==> src/rtl/spi_coeff_master.sv <==
// SPI mode-0 master that streams NTaps-word coefficient frames, MSB first,
// from a 1-deep valid/ready word buffer onto cs/mosi/spiClk.
module spi_coeff_master #(
    parameter int NTaps      = 9,
    parameter int CoeffWidth = 16,
    parameter int ClkDiv     = 4
) (
    input  logic                  clk,
    input  logic                  reset,
    input  logic [CoeffWidth-1:0] coeffData,
    input  logic                  coeffValid,
    output logic                  coeffReady,
    output logic                  busy,
    output logic                  frameDone,
    output logic                  cs,
    output logic                  mosi,
    output logic                  spiClk
);
    localparam int BW = (CoeffWidth > 1) ? $clog2(CoeffWidth) : 1;
    localparam int WW = (NTaps > 1) ? $clog2(NTaps) : 1;
    localparam int DW = (ClkDiv > 1) ? $clog2(ClkDiv) : 1;

    typedef enum logic [2:0] {IDLE, SETUP, SHIFT, STALL, HOLD, GAP} state_t;

    state_t                state, state_nxt;
    logic [CoeffWidth-1:0] word_buf, sh_reg;
    logic                  buf_full;
    logic [BW-1:0]         bit_cnt;
    logic [WW-1:0]         word_cnt;
    logic [DW-1:0]         div_cnt;
    logic                  div_run, tick, end_bit, last_word;
    logic                  load, new_frame, shift, toggle, done;

    assign div_run    = (state == SETUP) || (state == SHIFT) || (state == HOLD) || (state == GAP);
    assign tick       = div_run && (div_cnt == DW'(ClkDiv - 1));
    assign end_bit    = (bit_cnt == BW'(CoeffWidth - 1));
    assign last_word  = (word_cnt == WW'(NTaps - 1));
    assign cs         = (state == IDLE) || (state == GAP);
    assign busy       = (state != IDLE);
    assign coeffReady = !buf_full;

    always_ff @(posedge clk) begin
        if (reset) state <= IDLE;
        else       state <= state_nxt;
    end

    always_comb begin
        state_nxt = state;
        load      = 1'b0;
        new_frame = 1'b0;
        shift     = 1'b0;
        toggle    = 1'b0;
        done      = 1'b0;
        case (state)
            IDLE: if (buf_full) begin
                load      = 1'b1;
                new_frame = 1'b1;
                state_nxt = SETUP;
            end
            SETUP: if (tick) state_nxt = SHIFT;
            SHIFT: if (tick) begin
                toggle = 1'b1;
                // Only the falling half of a bit advances data or ends a word.
                if (spiClk) begin
                    if (!end_bit)       shift     = 1'b1;
                    else if (last_word) state_nxt = HOLD;
                    else if (buf_full)  load      = 1'b1;
                    else                state_nxt = STALL;
                end
            end
            STALL: if (buf_full) begin
                load      = 1'b1;
                state_nxt = SETUP;
            end
            HOLD: if (tick) state_nxt = GAP;
            GAP: if (tick) begin
                done = 1'b1;
                // A waiting word starts the next frame straight away, so the
                // cs-high gap is exactly one divider period.
                if (buf_full) begin
                    load      = 1'b1;
                    new_frame = 1'b1;
                    state_nxt = SETUP;
                end else begin
                    state_nxt = IDLE;
                end
            end
            default: state_nxt = IDLE;
        endcase
    end

    always_ff @(posedge clk) begin
        if (reset) begin
            word_buf  <= '0;
            buf_full  <= 1'b0;
            sh_reg    <= '0;
            bit_cnt   <= '0;
            word_cnt  <= '0;
            div_cnt   <= '0;
            spiClk    <= 1'b0;
            mosi      <= 1'b0;
            frameDone <= 1'b0;
        end else begin
            frameDone <= done;
            div_cnt   <= (div_run && !tick) ? div_cnt + DW'(1) : '0;
            if (toggle) spiClk <= ~spiClk;
            // Accept and load are exclusive: accept needs an empty buffer, load a full one.
            if (coeffValid && !buf_full) begin
                word_buf <= coeffData;
                buf_full <= 1'b1;
            end else if (load) begin
                buf_full <= 1'b0;
            end
            if (load) begin
                sh_reg   <= word_buf;
                mosi     <= word_buf[CoeffWidth-1];
                bit_cnt  <= '0;
                word_cnt <= new_frame ? '0 : word_cnt + WW'(1);
            end else if (shift) begin
                sh_reg  <= {sh_reg[CoeffWidth-2:0], 1'b0};
                mosi    <= sh_reg[CoeffWidth-2];
                bit_cnt <= bit_cnt + BW'(1);
            end
        end
    end
endmodule

==> config.mk <==
export PLATFORM = sky130hd
export DESIGN_NAME = spi_coeff_master
export DESIGN_NICKNAME = d
export VERILOG_FILES = /design/src/rtl/spi_coeff_master.sv
export SDC_FILE = /design/constraint.sdc
export NUM_CORES = 1
export LEC_CHECK = 0
export ABC_AREA = 1
export BUFFER_PORTS_ARGS = -buffer_cell sky130_fd_sc_hd__buf_2
export CAP_MARGIN = 40
export CORE_MARGIN = 3
export CORE_UTILIZATION = 63
export DETAILED_ROUTE_END_ITERATION = 10
export PLACE_DENSITY = 0.84
export SKIP_CTS_REPAIR_TIMING = 1
export SLEW_MARGIN = 20
export SYNTH_ARGS = -nofsm -noshare
export SYNTH_HDL_FRONTEND = slang
export SYNTH_SLANG_ARGS = --single-unit
==> constraint.sdc <==
create_clock -name clk -period 3.06 [get_ports clk]
set_clock_uncertainty 0.2 [all_clocks]
set_input_delay 0.153 -clock clk [delete_from_list [all_inputs] [get_ports clk]]
set_output_delay 0.153 -clock clk [all_outputs]
set_load 0.1 [all_outputs]
==> run_results.csv <==
group,metric,value,unit
yosys,postSynthAreaPerCell,7.59,um^2
min_path,hp-class,"input pin to register",
detailed_routing,num_vias,2233,
worst_setup_path,path_cells,"inv_1 -> ha_1 -> nand3_1 -> nand2_1 -> nor2_1 -> nand2_2 -> nand3_4 -> nor2_8 -> nand2_1 -> a21oi_1",
detailed_routing,drt-pass1-iter-count,4,
final_layout,drive_gt1_frac,0.220,
worst_setup_path,endpoint_kind,"register",
worst_setup_path,reg2reg_from,"word_cnt[0]",
final_layout,fin_nets,368,
final_layout,layout_common_cells,"nand2_1 (76), dfxtp_1 (48), a21oi_1 (29)",
power,power_density,716,nW/um^2
power,p_leak,1.12,nW
global_routing,grt_start_max_net_pins,33,
clocking,clkSinkCount,48,
power,swShare,0.426,
yosys,yosysTopAreaCellShare,0.397,
power,clkPwrFrac,0.199,
timing,rsz0062_at_grt,"false",
worst_setup_path,critPathRequiredTime,3.09,ns
run_status,status,"finished, violations left",
worst_setup_path,crit_fanout,22,
timing,tns,0,ns
yosys,synth_compound_area_frac,0.155,
yosys,synthTopCellsByArea,"dfxtp_1 (40%), nand2_1 (12%), a21oi_1 (6.0%)",
worst_setup_path,r2r_slack,1.01,ns
yosys,synthCells,319,
yosys,yosysTopAreaCell,"dfxtp_1",
timing,min_period,2.05,ns
detailed_routing,finalWirelength,5.72,mm
final_layout,final_common_cell,"nand2_1",
worst_setup_path,arrival,2.08,ns
yosys,yosys.area_share.simple,0.325,
global_routing,grt_overflow_total,0,
clocking,cts_tree,"built",
yosys,synth_top_family_by_area,"simple AND/OR/NAND/NOR gates",
floorplan,die_width,68.0,um
worst_setup_path,crit_path_max_incr_delay,0.34,ns
flow_run,drv_cap,0,
floorplan,io_pins,25,
timing,period_share,0.670,
min_path,min_path_cells,3,
worst_setup_path,crit_type,"register to register",
detailed_routing,drc,0,
power,peakVddDrop,418,uV
placed_design,gp_congestion,0.941,
detailed_routing,drt_iter0_drc,219,
floorplan,start_util,0.688,
final_layout,largest_register_ffs,16,
clocking,htree_num_levels,2,
timing,maxSlewHeadroom,0.530,
yosys,synth-seq-cells,48,
final_layout,syn2layout_area_growth,11.7,%
clocking,cts_max_path_buffers,2,
yosys,synthAdderAreaFrac,0.0207,
yosys,synthMuxAreaShare,0,
placed_design,io_buffer_count,24,
run_status,violations,"hold timing",
final_layout,num_antenna_cells,0,
yosys,synth_xor_area_frac,0.00724,
clocking,numCtsBuffers,5,
floorplan,die_y,68.0,um
clocking,root_buffer,"clkbuf_8",
power,p_int,1.11,mW
timing,tightest_slew,0.704,ns
clocking,clock_latency,0.30,ns
timing,slew_viol_final,0,
timing,finalHoldWorstSlack,-0.0478,ns
yosys,netlist_area,2420,um^2
detailed_routing,drt-wirelength-per-cell,14.6,um
worst_setup_path,reg2reg_depth,10,
worst_setup_path,critPathMostFrequentCell,"nand2_1",
power,total_power,1.94,mW
timing,hold_violations,5,
floorplan,dieArea,4620,um^2
floorplan,num_rows,21,
min_path,min_to,"word_buf[8]",
yosys,yosysWarnings,0,
power,switching_power,0.823,mW
global_routing,grt_pass1_vias,1876,
floorplan,core_area,3520,um^2
worst_setup_path,reg2reg_to,"sh_reg[7]",
timing,max_freq,488,MHz
yosys,syn_nets,342,
worst_setup_path,crit_buf_inv,1,
yosys,synth_cell_type_count,34,
clocking,clk_pin_slew,0.09,ns
detailed_routing,vias_per_cell,5.71,
final_layout,fin_util,0.768,
timing,setup_violations,0,
min_path,min-delay-start,"coeffData[8]",
detailed_routing,antenna_left,0,
global_routing,antenna_found_initial,0,
global_routing,grt_first_pass_wirelength,8.68,mm
worst_setup_path,path_delay_family,"simple AND/OR/NAND/NOR gates",
power,seqPwrFrac,0.409,
yosys,synth_seq_area_share,0.397,
worst_setup_path,crit_slowest_cell,"nor2_8",
power,power_frac_comb,0.392,
placed_design,hpwlAfterDp,3.55,mm
worst_setup_path,startpoint_type,"register",
global_routing,grt_usage,0.244,
==> worst register-to-register path, cell delays in order (launching register included) <==
cell,delay [ns]
dfxtp_1,0.32
inv_1,0.12
ha_1,0.16
nand3_1,0.12
nand2_1,0.10
nor2_1,0.05
nand2_2,0.09
nand3_4,0.23
nor2_8,0.34
nand2_1,0.10
a21oi_1,0.16
==> layer usage <==
| layer | wire [um] | GRT usage | share of wire |
|---|---|---|---|
| met1 | 2530 | 0.354 | 0.44 |
| met2 | 2700 | 0.369 | 0.47 |
| met3 | 405 | 0.0411 | 0.071 |
| met4 | 89 | 0.0720 | 0.016 |
| met5 | 0 | 0 | 0 |
==> metrics by stage <==
| step | cell area (um^2) | hold slack (ns) | setup slack (ns) | instances |
|---|---|---|---|---|
| after floorplan | 2420 | 0.0702 | 0.746 | 319 |
| after global placement | 2490 | 0.206 | 1.11 | 372 |
| after detailed placement | 2490 | 0.228 | 1.04 | 372 |
| after CTS | 2580 | -0.0770 | 1.01 | 379 |
| after global routing | 2700 | -0.00373 | 0.806 | 391 |
| final | 2700 | -0.0478 | 1.01 | 391 |
==> power by group through the flow <==
stage                     sequential [mW]  combinational [mW]  clock (mW)
final                               0.792               0.759       0.384
after global routing                0.803               0.837       0.417
after CTS                           0.788               0.728       0.387
after detailed placement            0.802               0.727           0
after global placement              0.800               0.715           0
after floorplan                     0.804               0.620           0
==> final cells by class <==
class / count / area (um^2)
timing repair buffer: 36 / 245
sequential: 48 / 961
clock inverter: 1 / 8.76
inverter: 30 / 120
multi-input combinational: 224 / 1230
tap: 46 / 57.6
fill: 269 / 817
clock buffer: 6 / 82.6
==> synth_stat cells <==
library cell,number
nand2_1,76
dfxtp_1,48
a21oi_1,29
inv_1,25
o21ai_0,21
nand4_1,19
nand2_2,15
nor2_1,14
nand3_1,13
a21oi_2,11
buf_2,5
buf_6,4
clkbuf_1,4
ha_1,4
nor2_4,4
buf_1,3
inv_2,3
nor3_1,3
nand3_2,2
o22ai_1,2
a22oi_1,1
buf_8,1
inv_4,1
inv_6,1
nand2_4,1
nand3_4,1
nand4_2,1
nor2_2,1
nor2_8,1
nor3_2,1
nor3b_2,1
o2111ai_1,1
xnor2_1,1
xor2_1,1
==> how the worst max path moves through the flow <==
stage / from / end / slack, ns / cells after the start
after floorplan: spiClk / sh_reg[13] / 0.75 / 9
after CTS: word_cnt[0] / sh_reg[7] / 1.01 / 10
after global routing: word_cnt[0] / sh_reg[6] / 0.81 / 10
after global placement: word_cnt[0] / sh_reg[14] / 1.11 / 10
after detailed placement: word_cnt[0] / sh_reg[7] / 1.04 / 10
final: word_cnt[0] / sh_reg[7] / 1.01 / 10
==> cells by family (layout without fill, tap and decap cells) <==
kind of cell	Yosys count	in the layout
DFF	48	48
AOI/OAI and AO/OA	65	65
xor gates and xnor gates	2	2
buffers and inverters	47	73
adders and majority gates	4	4
and+or+nand+nor	153	153
(Power assumes the default switching activity.)
